**config.mk**
```make
export PLATFORM = sky130hd
export DESIGN_NAME = piso_8_bit_tx
export DESIGN_NICKNAME = d
export VERILOG_FILES = /design/src/rtl/piso_pkg.sv /design/src/rtl/tx_bit_counter.sv /design/src/rtl/piso_8_bit_tx.sv
export SDC_FILE = /design/constraint.sdc
export NUM_CORES = 1
export LEC_CHECK = 0
export CORE_MARGIN = 2
export CORE_UTILIZATION = 36
export CTS_CLUSTER_SIZE = 28
export DETAILED_ROUTE_END_ITERATION = 16
export PLACE_DENSITY = 0.71
export SYNTH_ARGS = -nofsm -noshare
export SYNTH_HDL_FRONTEND = slang
export SYNTH_SLANG_ARGS = --single-unit
export TNS_END_PERCENT = 50
```
**constraint.sdc**
```tcl
create_clock -name clk -period 2.8 [get_ports clk]
set_clock_uncertainty 0.2 [all_clocks]
set_input_delay 0.42 -clock clk [delete_from_list [all_inputs] [get_ports clk]]
set_output_delay 0.42 -clock clk [all_outputs]
set_load 0.005 [all_outputs]
```
**src/rtl/piso_pkg.sv**
```systemverilog
// Shared types and sizing helpers for the PISO transmitter.
package piso_pkg;

    typedef enum logic {
        IDLE  = 1'b0,
        SHIFT = 1'b1
    } tx_state_t;

    localparam int DEFAULT_WIDTH = 8;

    // Counter width needed to index WIDTH bits (WIDTH >= 2 keeps this >= 1).
    function automatic int cnt_w(input int width);
        return $clog2(width);
    endfunction

endpackage

```
**src/rtl/tx_bit_counter.sv**
```systemverilog
// Bit position counter for the PISO transmitter; flags the final bit of a word.
module tx_bit_counter
    import piso_pkg::*;
#(
    parameter int WIDTH = DEFAULT_WIDTH,
    parameter int CNT_W = cnt_w(WIDTH)
) (
    input  logic             clk,
    input  logic             rst_n,
    input  logic             clear,
    input  logic             enable,
    output logic [CNT_W-1:0] cnt,
    output logic             last
);

    // Clear has priority so a gapless reload restarts at bit 0.
    always_ff @(posedge clk or negedge rst_n) begin
        if (!rst_n) begin
            cnt <= '0;
        end else if (clear) begin
            cnt <= '0;
        end else if (enable) begin
            cnt <= cnt + 1'b1;
        end
    end

    // Terminal-count compare.
    always_comb begin
        last = (cnt == CNT_W'(WIDTH - 1));
    end

endmodule

```
**src/rtl/piso_8_bit_tx.sv**
```systemverilog
// Parallel-in serial-out transmitter with valid/ready load and gapless streaming.
//
//   state | meaning
//   ------+-------------------------------------------------------------
//   IDLE  | no word in flight; ready for a load, serial line parked at 0
//   SHIFT | driving one data bit per cycle; reloads on the last bit
module piso_8_bit_tx
    import piso_pkg::*;
#(
    parameter int WIDTH     = DEFAULT_WIDTH,
    parameter bit LSB_FIRST = 1'b1
) (
    input  logic             clk,
    input  logic             rst_n,
    input  logic [WIDTH-1:0] data_in,
    input  logic             load_valid,
    output logic             load_ready,
    output logic             serial_out,
    output logic             frame_valid,
    output logic             done
);

    localparam int CNT_W = cnt_w(WIDTH);

    tx_state_t        state;
    tx_state_t        state_nxt;
    logic [WIDTH-1:0] shreg;
    logic [CNT_W-1:0] bit_cnt;
    logic             last;
    logic             accept;
    logic             cnt_clear;

    tx_bit_counter #(
        .WIDTH (WIDTH),
        .CNT_W (CNT_W)
    ) u_bit_counter (
        .clk    (clk),
        .rst_n  (rst_n),
        .clear  (cnt_clear),
        .enable (state == SHIFT),
        .cnt    (bit_cnt),
        .last   (last)
    );

    // State register.
    always_ff @(posedge clk or negedge rst_n) begin
        if (!rst_n) begin
            state <= IDLE;
        end else begin
            state <= state_nxt;
        end
    end

    // Next state and outputs; outputs depend on registers only.
    always_comb begin
        state_nxt   = state;
        load_ready  = 1'b0;
        serial_out  = 1'b0;
        frame_valid = 1'b0;
        done        = 1'b0;
        case (state)
            IDLE: begin
                load_ready = 1'b1;
                if (load_valid) begin
                    state_nxt = SHIFT;
                end
            end
            SHIFT: begin
                frame_valid = 1'b1;
                serial_out  = LSB_FIRST ? shreg[0] : shreg[WIDTH-1];
                if (last) begin
                    done       = 1'b1;
                    load_ready = 1'b1;
                    state_nxt  = load_valid ? SHIFT : IDLE;
                end
            end
            default: state_nxt = IDLE;
        endcase
        accept    = load_valid && load_ready;
        // Restart the counter on every load and at the end of every word so
        // it always sits at zero while idle.
        cnt_clear = accept || ((state == SHIFT) && last);
    end

    // Shift register: capture on handshake, otherwise shift toward the output end.
    always_ff @(posedge clk or negedge rst_n) begin
        if (!rst_n) begin
            shreg <= '0;
        end else if (accept) begin
            shreg <= data_in;
        end else if (state == SHIFT) begin
            if (LSB_FIRST) begin
                shreg <= {1'b0, shreg[WIDTH-1:1]};
            end else begin
                shreg <= {shreg[WIDTH-2:0], 1'b0};
            end
        end
    end

    // The counter must be parked at zero whenever no word is in flight.
    idle_cnt_zero_a : assert property (@(posedge clk) disable iff (!rst_n)
        (state == IDLE) |-> (bit_cnt == '0));

endmodule
```
### After elaboration in Yosys (flattened, before gate mapping)

Cells that the tools add are included.

| word-level totals | value |
|---|---|
| word-level logic and storage cells | 23 |
| output and inout port bits | 4 |
| register bits after elaboration | 12 |

| cells by class | value |
|---|---|
| reduce and logical (&&, ||, !) cells | 5 |
| equal/unequal tests | 1 |
| add/sub/neg operators | 1 |
| bitwise gates (word level) | 1 |
| multiplexer cells | 12 |

Operators by type and width:

| operator | count |
|---|---|
| two-way mux 8 bit | 2 |
| two-way mux 1 bit | 6 |
| two-way mux 3 bit | 2 |
| case mux 1 bit (2 select lines) | 2 |
| nonzero test 2 bit | 2 |
| adder 3 x 1 -> 3 bit (second input constant) | 1 |
| == test 3 bit (second input constant) | 1 |
| logical AND 1 bit | 2 |
| logical OR 1 bit | 1 |
| inverter 1 bit | 1 |

### Logic depth before layout (Yosys ltp)

Gate-level depths: netlist of run 1.

| depth | value |
|---|---|
| depth after elaboration | 6 |
| gate-level depth with buffers | 6 |
| mapped depth without buffers | 5 |

### By module

Synthesis of run 1 repeated with hierarchy kept, for this count alone.

| second synthesis, totals | value |
|---|---|
| cell total of the unflattened synthesis | 62 |
| area, all modules | 675.6 sq um |

By module, submodules not included:

| module | cells an instance | times used | seq. area each (sq um) | area each (sq um) |
|---|---|---|---|---|
| piso_8_bit_tx | 51 | 1 | 225.2 | 535.5 |
| tx_bit_counter | 11 | 1 | 75.1 | 140.1 |

### Least setup slack after synthesis of run 1

OpenSTA, ideal clock, no wires.

| path | value |
|---|---|
| path type | register to output |
| start | register u_bit_counter.cnt[0] |
| end | output done |
| required time | 2,180 ps |
| slack | 1,121 ps |
| stages on the path, launching flop included | 5 |
| buffers on the path | 1 |
| arrival time | 1,059 ps |
| cell sequence | dfrtp_1 ha_1 ha_1 buf_2 and2_1 |

| between the ends | value |
|---|---|
| longest elaborated chain between the ends | 3 |

RTL lines:

| item | line | source |
|---|---|---|
| start, declared | tx_bit_counter.sv:12 | `output logic [CNT_W-1:0] cnt,` |
| start signal, assigned | tx_bit_counter.sv:23 | `cnt <= cnt + 1'b1;` |
| == test 3 bit | tx_bit_counter.sv:29 | `last = (cnt == CNT_W'(WIDTH - 1));` |
| two-way mux 1 bit | piso_8_bit_tx.sv:71 | `if (last) begin` |
| two-way mux 1 bit | piso_8_bit_tx.sv:61 | `case (state)` |
| end, declared | piso_8_bit_tx.sv:20 | `output logic done` |

Every way passes these cells.

### Final worst setup path of run 1

| path | value |
|---|---|
| start | register u_bit_counter.cnt[0] |
| end | output load_ready |

| between the ends | value |
|---|---|
| longest elaborated chain between the ends | 3 |

RTL lines:

| item | line | source |
|---|---|---|
| == test 3 bit | tx_bit_counter.sv:29 |  |
| two-way mux 1 bit | piso_8_bit_tx.sv:71 |  |
| case mux 1 bit (2 select lines) | piso_8_bit_tx.sv:61 |  |
| end, declared | piso_8_bit_tx.sv:17 | `output logic load_ready,` |

Every way passes these cells.

==> results of run 1 <==
[kinds of logic (layout without fill, tap and decap cells)]
kind of cell | after synthesis | after routing | synth area share, %
compound gates | 17 | 17 | 14.9
fa+ha+maj | 3 | 3 | 5.52
buf+inv | 5 | 19 | 7.72
flops | 12 | 12 | 44.1
mux | 9 | 9 | 13.4
simple gates | 15 | 15 | 14.3
[state kept, by name, indices dropped and copies added, names as in the netlist]
name / cells
shreg: 8
u_bit_counter.cnt: 3
state: 1
[worst max-delay path by stage]
stage	start	endpoint	slack, ns	cells after the start
final	u_bit_counter.cnt[0]$_DFFE_PN0P_	load_ready	0.31	4
after global routing	u_bit_counter.cnt[0]$_DFFE_PN0P_	load_ready	0.20	4
after CTS	u_bit_counter.cnt[0]$_DFFE_PN0P_	load_ready	0.29	4
after detailed placement	u_bit_counter.cnt[0]$_DFFE_PN0P_	load_ready	0.60	4
after global placement	u_bit_counter.cnt[0]$_DFFE_PN0P_	load_ready	0.60	4
after floorplan	u_bit_counter.cnt[0]$_DFFE_PN0P_	done	1.12	4
[final cells by class]
type / instances / area, µm² / area share, %
tap: 25 / 31.3 / 3.71
sequential: 12 / 300 / 35.6
timing repair buffer: 15 / 148 / 17.5
clock buffer: 4 / 36.3 / 4.30
multi-input combinational: 44 / 328 / 38.9
[through the flow]
step / cells / area, µm² / power, mW
after floorplan: 61 / 681 / 0.467
after global placement: 96 / 807 / 0.544
after detailed placement: 96 / 807 / 0.548
after CTS: 100 / 843 / 0.687
after global routing: 100 / 843 / 0.730
final: 100 / 843 / 0.678
[cell usage in the layout, fill, tap and decap left out]
master	synthesis	final
clkdlybuf4s50_1	0	14
dfrtp_1	12	12
mux2i_1	8	8
o21ai_1	8	8
and3_1	7	7
a31oi_1	7	7
ha_1	3	3
clkbuf_4	0	3
nand2b_1	2	2
and2_1	2	2
a22o_1	2	2
nand2_2	1	1
nand3_1	1	1
nor2b_4	1	1
nor2_1	1	1
mux2_2	1	1
clkbuf_8	0	1
buf_4	0	1
[worst max-delay path, stage by stage, from the launching register on]
cell and delay [ns]:
dfrtp_1 0.39, ha_1 0.22, ha_1 0.31, nand2b_1 0.21, clkdlybuf4s50_1 0.48
[power groups by stage]
stage                     registers, mW  logic [mW]  clock network (mW)
after global routing              0.300       0.287               0.143
after detailed placement          0.294       0.254                   0
final                             0.291       0.251               0.136
after CTS                         0.291       0.256               0.140
after global placement            0.291       0.253                   0
after floorplan                   0.270       0.197                   0
[per-layer routing]
layer	share of wire, %	vias up	global-route usage (%)
li1	-	251	-
met1	48	235	16.8
met2	44	13	20.3
met3	7.3	2	7.17
met4	1.1	0	3.33
met5	0	-	0
==> key figures, run 1 <==
Yosys
  – Count leader, synth: dfrtp_1
  – Syn_area_per_cell: 11.2 µm²
  – Register area share after synthesis: 44.1%
  – Post-synthesis register bit count: 12
  – Yosys top cell by area: dfrtp_1
  – Mapped Nets: 75
  – Ys async rst share: 100%
  – Ys Warns: 0
  – Synthesized instance count: 61
  – Synth top cells by count: dfrtp_1 (12), mux2i_1 (8), o21ai_1 (8), a31oi_1 (7), and3_1 (7)
  – Post-synth EDFFs: 0
  – Largest cells by area after synthesis: dfrtp_1 (44%), mux2i_1 (12%), a31oi_1 (6.4%)
  – Post-Syn Area: 681 µm²
  – Top-area cell type share of the netlist area: 44.1%
  – Top_reg_cell synth: dfrtp_1
  – Synth unique cells: 17

Setup path
  – Largest fanout on the critical path: 11
  – R2R depth: 5
  – Worst r2r dst: shreg[6]$_DFFE_PN0P_
  – Type of element launching the critical path: flip-flop
  – Flop2flop setup slack: 1.08 ns
  – Critical setup path kind: reg -> out
  – R2R Path Start: u_bit_counter.cnt[0]$_DFFE_PN0P_
  – Crit. End Element: primary output
  – Critical path arrival: 1.87 ns
  – Critical Path RT: 2.18 ns

Final layout
  – Final core utilization: 48.3%
  – Share of cells above drive strength 1: 10.7%
  – Layout area overhead: 23.9%
  – Fin nets: 90
  – Inserted Diodes: 0
  – Fill count: 173

Power and ir drop
  – Sw frac: 30.7%
  – Cell-internal power: 470 µW
  – Sw Pwr: 208 µW
  – Combinational share of power: 37.0%
  – Static Leak: 0.403 nW
  – Clock power frac: 20.1%
  – Reg power frac: 43.0%
  – Pwr per Cell Area: 804 mW/mm²
  – Worst-case vdd ir drop: 355 µV

Drt
  – DRT Wirelength: 1280 µm
  – Post-route ant nets: 0
  – Wire per inst: 12.8 µm
  – Via density: 5.01
  – Initial DRC Count: 9
  – DR vias: 501
  – Post-route DRC: 0
  – TritonRoute pass-1 iters: 4

Clocking
  – H-Tree Depth: 1
  – CTS Buf Count: 3
  – Setup bufs post-CTS: 0
  – CTS Buffer Depth: 2
  – CTS Root Cell: clkbuf_4
  – Post-CTS sizing: 0
  – Clock sinks: 12
  – Reg clk slew, reported paths: 0.08 ns
  – CTS Hold Buffers Added: 0
  – Clock latency at the later pin of the worst-skew pair: 0.27 ns
  – CTS tree: yes

Floorplan
  – Full die area: 0.00225 mm²
  – Die H: 47.5 µm
  – Total I/O pin count: 15
  – Initial Util: 39.0%
  – Core Area: 0.00175 mm²
  – Die X: 47.5 µm
  – Placement Rows: 15

Global route
  – Antenna violations before repair: 0
  – GRT Overall Usage: 13.4%
  – Largest net degree at the start of global routing: 22
  – First-pass GRT wire length: 2060 µm
  – Vias in the first global route: 492
  – GR Overflow Total: 0

Timing
  – # setup viols final: 0
  – Post-route worst setup slack: 0.305 ns
  – Fin. max-slew vios: 0
  – Post-layout minimum cycle time: 2.49 ns
  – Final period utilization: 89.1%
  – Unrepaired setup endpoints after global routing: false
  – Worst hold slack: 0.292 ns
  – Fmax: 0.401 GHz
  – Slew @ Worst Pin: 0.590 ns
  – Post-route setup TNS: 0 ns
  – Rel. slew slack: 60.7%
  – Final hold viol count: 0

Worst hold path
  – Worst Hold Class: in -> async

Run status
  – Status: finished clean

Placement
  – Dpl hpwl: 891 µm
  – # port buffers: 14
  – Routability cong.: 0.684
  – Pre-CTS setup slack: 0.597 ns

Flow run
  – Maxcap violations: 0
Note: power is estimated with default switching activity, not from simulation.
==> inputs of run 2 (changes only) <==
--- a/config.mk
+++ b/config.mk
@@ -5,11 +5,12 @@
 export SDC_FILE = /design/constraint.sdc
 export NUM_CORES = 1
 export LEC_CHECK = 0
+export ABC_AREA = 1
 export CORE_MARGIN = 2
 export CORE_UTILIZATION = 36
 export CTS_CLUSTER_SIZE = 28
 export DETAILED_ROUTE_END_ITERATION = 16
-export PLACE_DENSITY = 0.71
+export PLACE_DENSITY = 0.7
 export SYNTH_ARGS = -nofsm -noshare
 export SYNTH_HDL_FRONTEND = slang
 export SYNTH_SLANG_ARGS = --single-unit
==> run 2 against run 1 <==
Net effect: global-route usage barely moved; clock power rose by 3%; synthesized area rose by 9.4%; die area rose by 8.6%; fmax rose by 4.5%; first-iteration DRC count fell by 22%; synthesized cell count rose by 38%; sequential power rose by 3%; final cell count rose by 25%; worst hold slack improved by 0.0010 ns.
==> key figures, run 2 <==
Power and ir drop
  – Sw Pwr: 271 µW
  – Power Total: 735 µW
  – Cell-internal power: 463 µW
  – Combinational share of power: 40.1%
  – Static Leak: 0.488 nW
  – Sw frac: 37.0%
  – Clock power frac: 19.1%
  – Pwr per Cell Area: 815 mW/mm²
  – Worst-case vdd ir drop: 324 µV
  – Reg power frac: 40.8%

Clocking
  – H-Tree Depth: 1
  – Post-CTS sizing: 0
  – CTS tree: yes
  – CTS Root Cell: clkbuf_4
  – Clock latency at the later pin of the worst-skew pair: 0.28 ns
  – CTS Hold Buffers Added: 0
  – Setup bufs post-CTS: 0
  – Reg clk slew, reported paths: 0.08 ns
  – CTS Buffer Depth: 2
  – Clock sinks: 12
  – CTS Buf Count: 3

Global route
  – Vias in the first global route: 568
  – First-pass GRT wire length: 2430 µm
  – GRT Overall Usage: 13.4%
  – Largest net degree at the start of global routing: 18
  – GR Overflow Total: 0
  – Antenna violations before repair: 0

Floorplan
  – Core Area: 0.00196 mm²
  – Full die area: 0.00245 mm²
  – Die H: 49.5 µm
  – Total I/O pin count: 15
  – Initial Util: 37.9%
  – Placement Rows: 16
  – Die X: 49.5 µm

Timing
  – Unrepaired setup endpoints after global routing: false
  – Worst hold slack: 0.293 ns
  – Final hold viol count: 0
  – Post-layout minimum cycle time: 2.39 ns
  – Slew @ Worst Pin: 0.603 ns
  – Post-route setup TNS: 0 ns
  – Rel. slew slack: 59.7%
  – Final period utilization: 85.3%
  – Post-route worst setup slack: 0.412 ns
  – Fmax: 0.419 GHz
  – Fin. max-slew vios: 0
  – # setup viols final: 0

Placement
  – Pre-CTS setup slack: 0.700 ns
  – # port buffers: 14
  – Dpl hpwl: 1000 µm
  – Placed Cells: 121
  – Post-place instance area: 865 µm²
  – Routability cong.: 0.754

Final layout
  – Commonest non-fill, non-tap cell in the layout: nand2_1
  – Share of cells above drive strength 1: 22.4%
  – Final core utilization: 45.9%
  – Layout area overhead: 21.0%
  – Fill count: 210
  – Max reg flops: 8
  – Layout Cells excl Fill: 125
  – Most frequent cells in the layout: nand2_1 (18), clkdlybuf4s50_1 (14), inv_1 (12), dfrtp_1 (12), nand3_1 (10)
  – Fin nets: 113
  – Biggest register: shreg
  – Inserted Diodes: 0
  – Final instance area: 901 µm²
  – Biggest regs: shreg (8), u_bit_counter.cnt (3), state (1)

Yosys
  – Post-synthesis register bit count: 12
  – Synth top cells by count: nand2_1 (18), dfrtp_1 (12), inv_1 (12), nand3_1 (10), nand2_2 (8)
  – Post-Synth Adder-Cell Area: 5.04%
  – Post-Syn Area: 744 µm²
  – Compound-Gate Fraction of Synth Area: 0.672%
  – Top-area cell type share of the netlist area: 40.3%
  – Register area share after synthesis: 40.3%
  – Post-Synth XOR/XNOR Area: 0%
  – Mapped Nets: 98
  – Top_reg_cell synth: dfrtp_1
  – Synth unique cells: 13
  – Mux cell area share after synthesis: 0%
  – Post-synth EDFFs: 0
  – Largest family of logic cells by synthesized area: simple AND/OR/NAND/NOR gates
  – Count leader, synth: nand2_1
  – Ys Warns: 0
  – Post-synthesis simple-gate area fraction: 40.7%
  – Yosys top cell by area: dfrtp_1
  – Ys async rst share: 100%
  – Largest cells by area after synthesis: dfrtp_1 (40%), nand3_2 (9.4%), nand2_1 (9.1%)
  – Syn_area_per_cell: 8.86 µm²
  – Synthesized instance count: 84

Setup path
  – Critical Path Start: u_bit_counter.cnt[0]$_DFFE_PN0P_
  – R2R Path Start: u_bit_counter.cnt[0]$_DFFE_PN0P_
  – Critical setup path kind: reg -> out
  – Type of element launching the critical path: flip-flop
  – Flop2flop setup slack: 1.25 ns
  – Largest fanout on the critical path: 11
  – Crit. End Element: primary output
  – CP Capture Point: load_ready
  – Critical path arrival: 1.77 ns
  – Critical Path RT: 2.18 ns
  – R2R depth: 7
  – Worst r2r dst: shreg[2]$_DFFE_PN0P_

Worst hold path
  – Worst Hold Class: in -> async

Drt
  – Wire per inst: 10.8 µm
  – Via density: 4.57
  – Post-route ant nets: 0
  – DRT Wirelength: 1350 µm
  – TritonRoute pass-1 iters: 3
  – DR vias: 571
  – Post-route DRC: 0
  – Initial DRC Count: 7

Flow run
  – Maxcap violations: 0

Run status
  – Status: finished clean
## run 2: changes by cell type in the layout (fill, tap and decap cells not counted), moves of 8 or more
cell and delta:
inv_1 +12, nand3_1 +9, o21ai_1 -8, nand2_1 +18
mux2i_1 -8
## run 2: layout make-up
| cell class | instances | area (µm²) | share of cell area (%) |
|---|---|---|---|
| Multi-Input combinational cell | 56 | 345 | 38.3 |
| Sequential cell | 12 | 300 | 33.3 |
| Timing Repair Buffer | 14 | 140 | 15.6 |
| Inverter | 12 | 45.0 | 5.00 |
| Clock buffer | 4 | 36.3 | 4.03 |
| Tap cell | 27 | 33.8 | 3.75 |
## run 2: worst min-delay path by stage
| stage | start | to | slack [ns] |
|---|---|---|---|
| after floorplan | rst_n | shreg[0]$_DFFE_PN0P_ | -0.08 |
| after global placement | u_bit_counter.cnt[1]$_DFFE_PN0P_ | u_bit_counter.cnt[1]$_DFFE_PN0P_ | 0.26 |
| after detailed placement | u_bit_counter.cnt[1]$_DFFE_PN0P_ | u_bit_counter.cnt[1]$_DFFE_PN0P_ | 0.29 |
| after CTS | u_bit_counter.cnt[1]$_DFFE_PN0P_ | u_bit_counter.cnt[1]$_DFFE_PN0P_ | 0.31 |
| after global routing | shreg[0]$_DFFE_PN0P_ | shreg[0]$_DFFE_PN0P_ | 0.32 |
| final | rst_n | u_bit_counter.cnt[0]$_DFFE_PN0P_ | 0.29 |
## run 2: kinds of logic (layout without fill, tap and decap cells)
kind of cell / Yosys count / after routing
simple gates: 52 / 52
compound gates: 1 / 1
buf+inv: 16 / 30
flops: 12 / 12
fa+ha+maj: 3 / 3
## run 2: critical path, cell delays in order (launching register included)
cell and delay (ns):
dfrtp_1 0.40, ha_1 0.22, ha_1 0.19, inv_1 0.09
nand2_4 0.10, clkdlybuf4s50_1 0.49
## run 2: layer usage
metal,global-route usage [%],vias to the layer above,share of wire [%]
li1,-,285,-
met1,16.3,271,42
met2,20.7,13,51
met3,3.94,2,5.0
met4,8.33,0,1.4
met5,0,-,0
## run 2: power groups by stage
stage | logic [mW] | clock network [mW] | registers, mW
floorplan | 0.246 | 0 | 0.284
global placement | 0.287 | 0 | 0.300
global route | 0.346 | 0.152 | 0.311
detailed placement | 0.302 | 0 | 0.304
CTS | 0.303 | 0.142 | 0.300
finish | 0.295 | 0.140 | 0.300
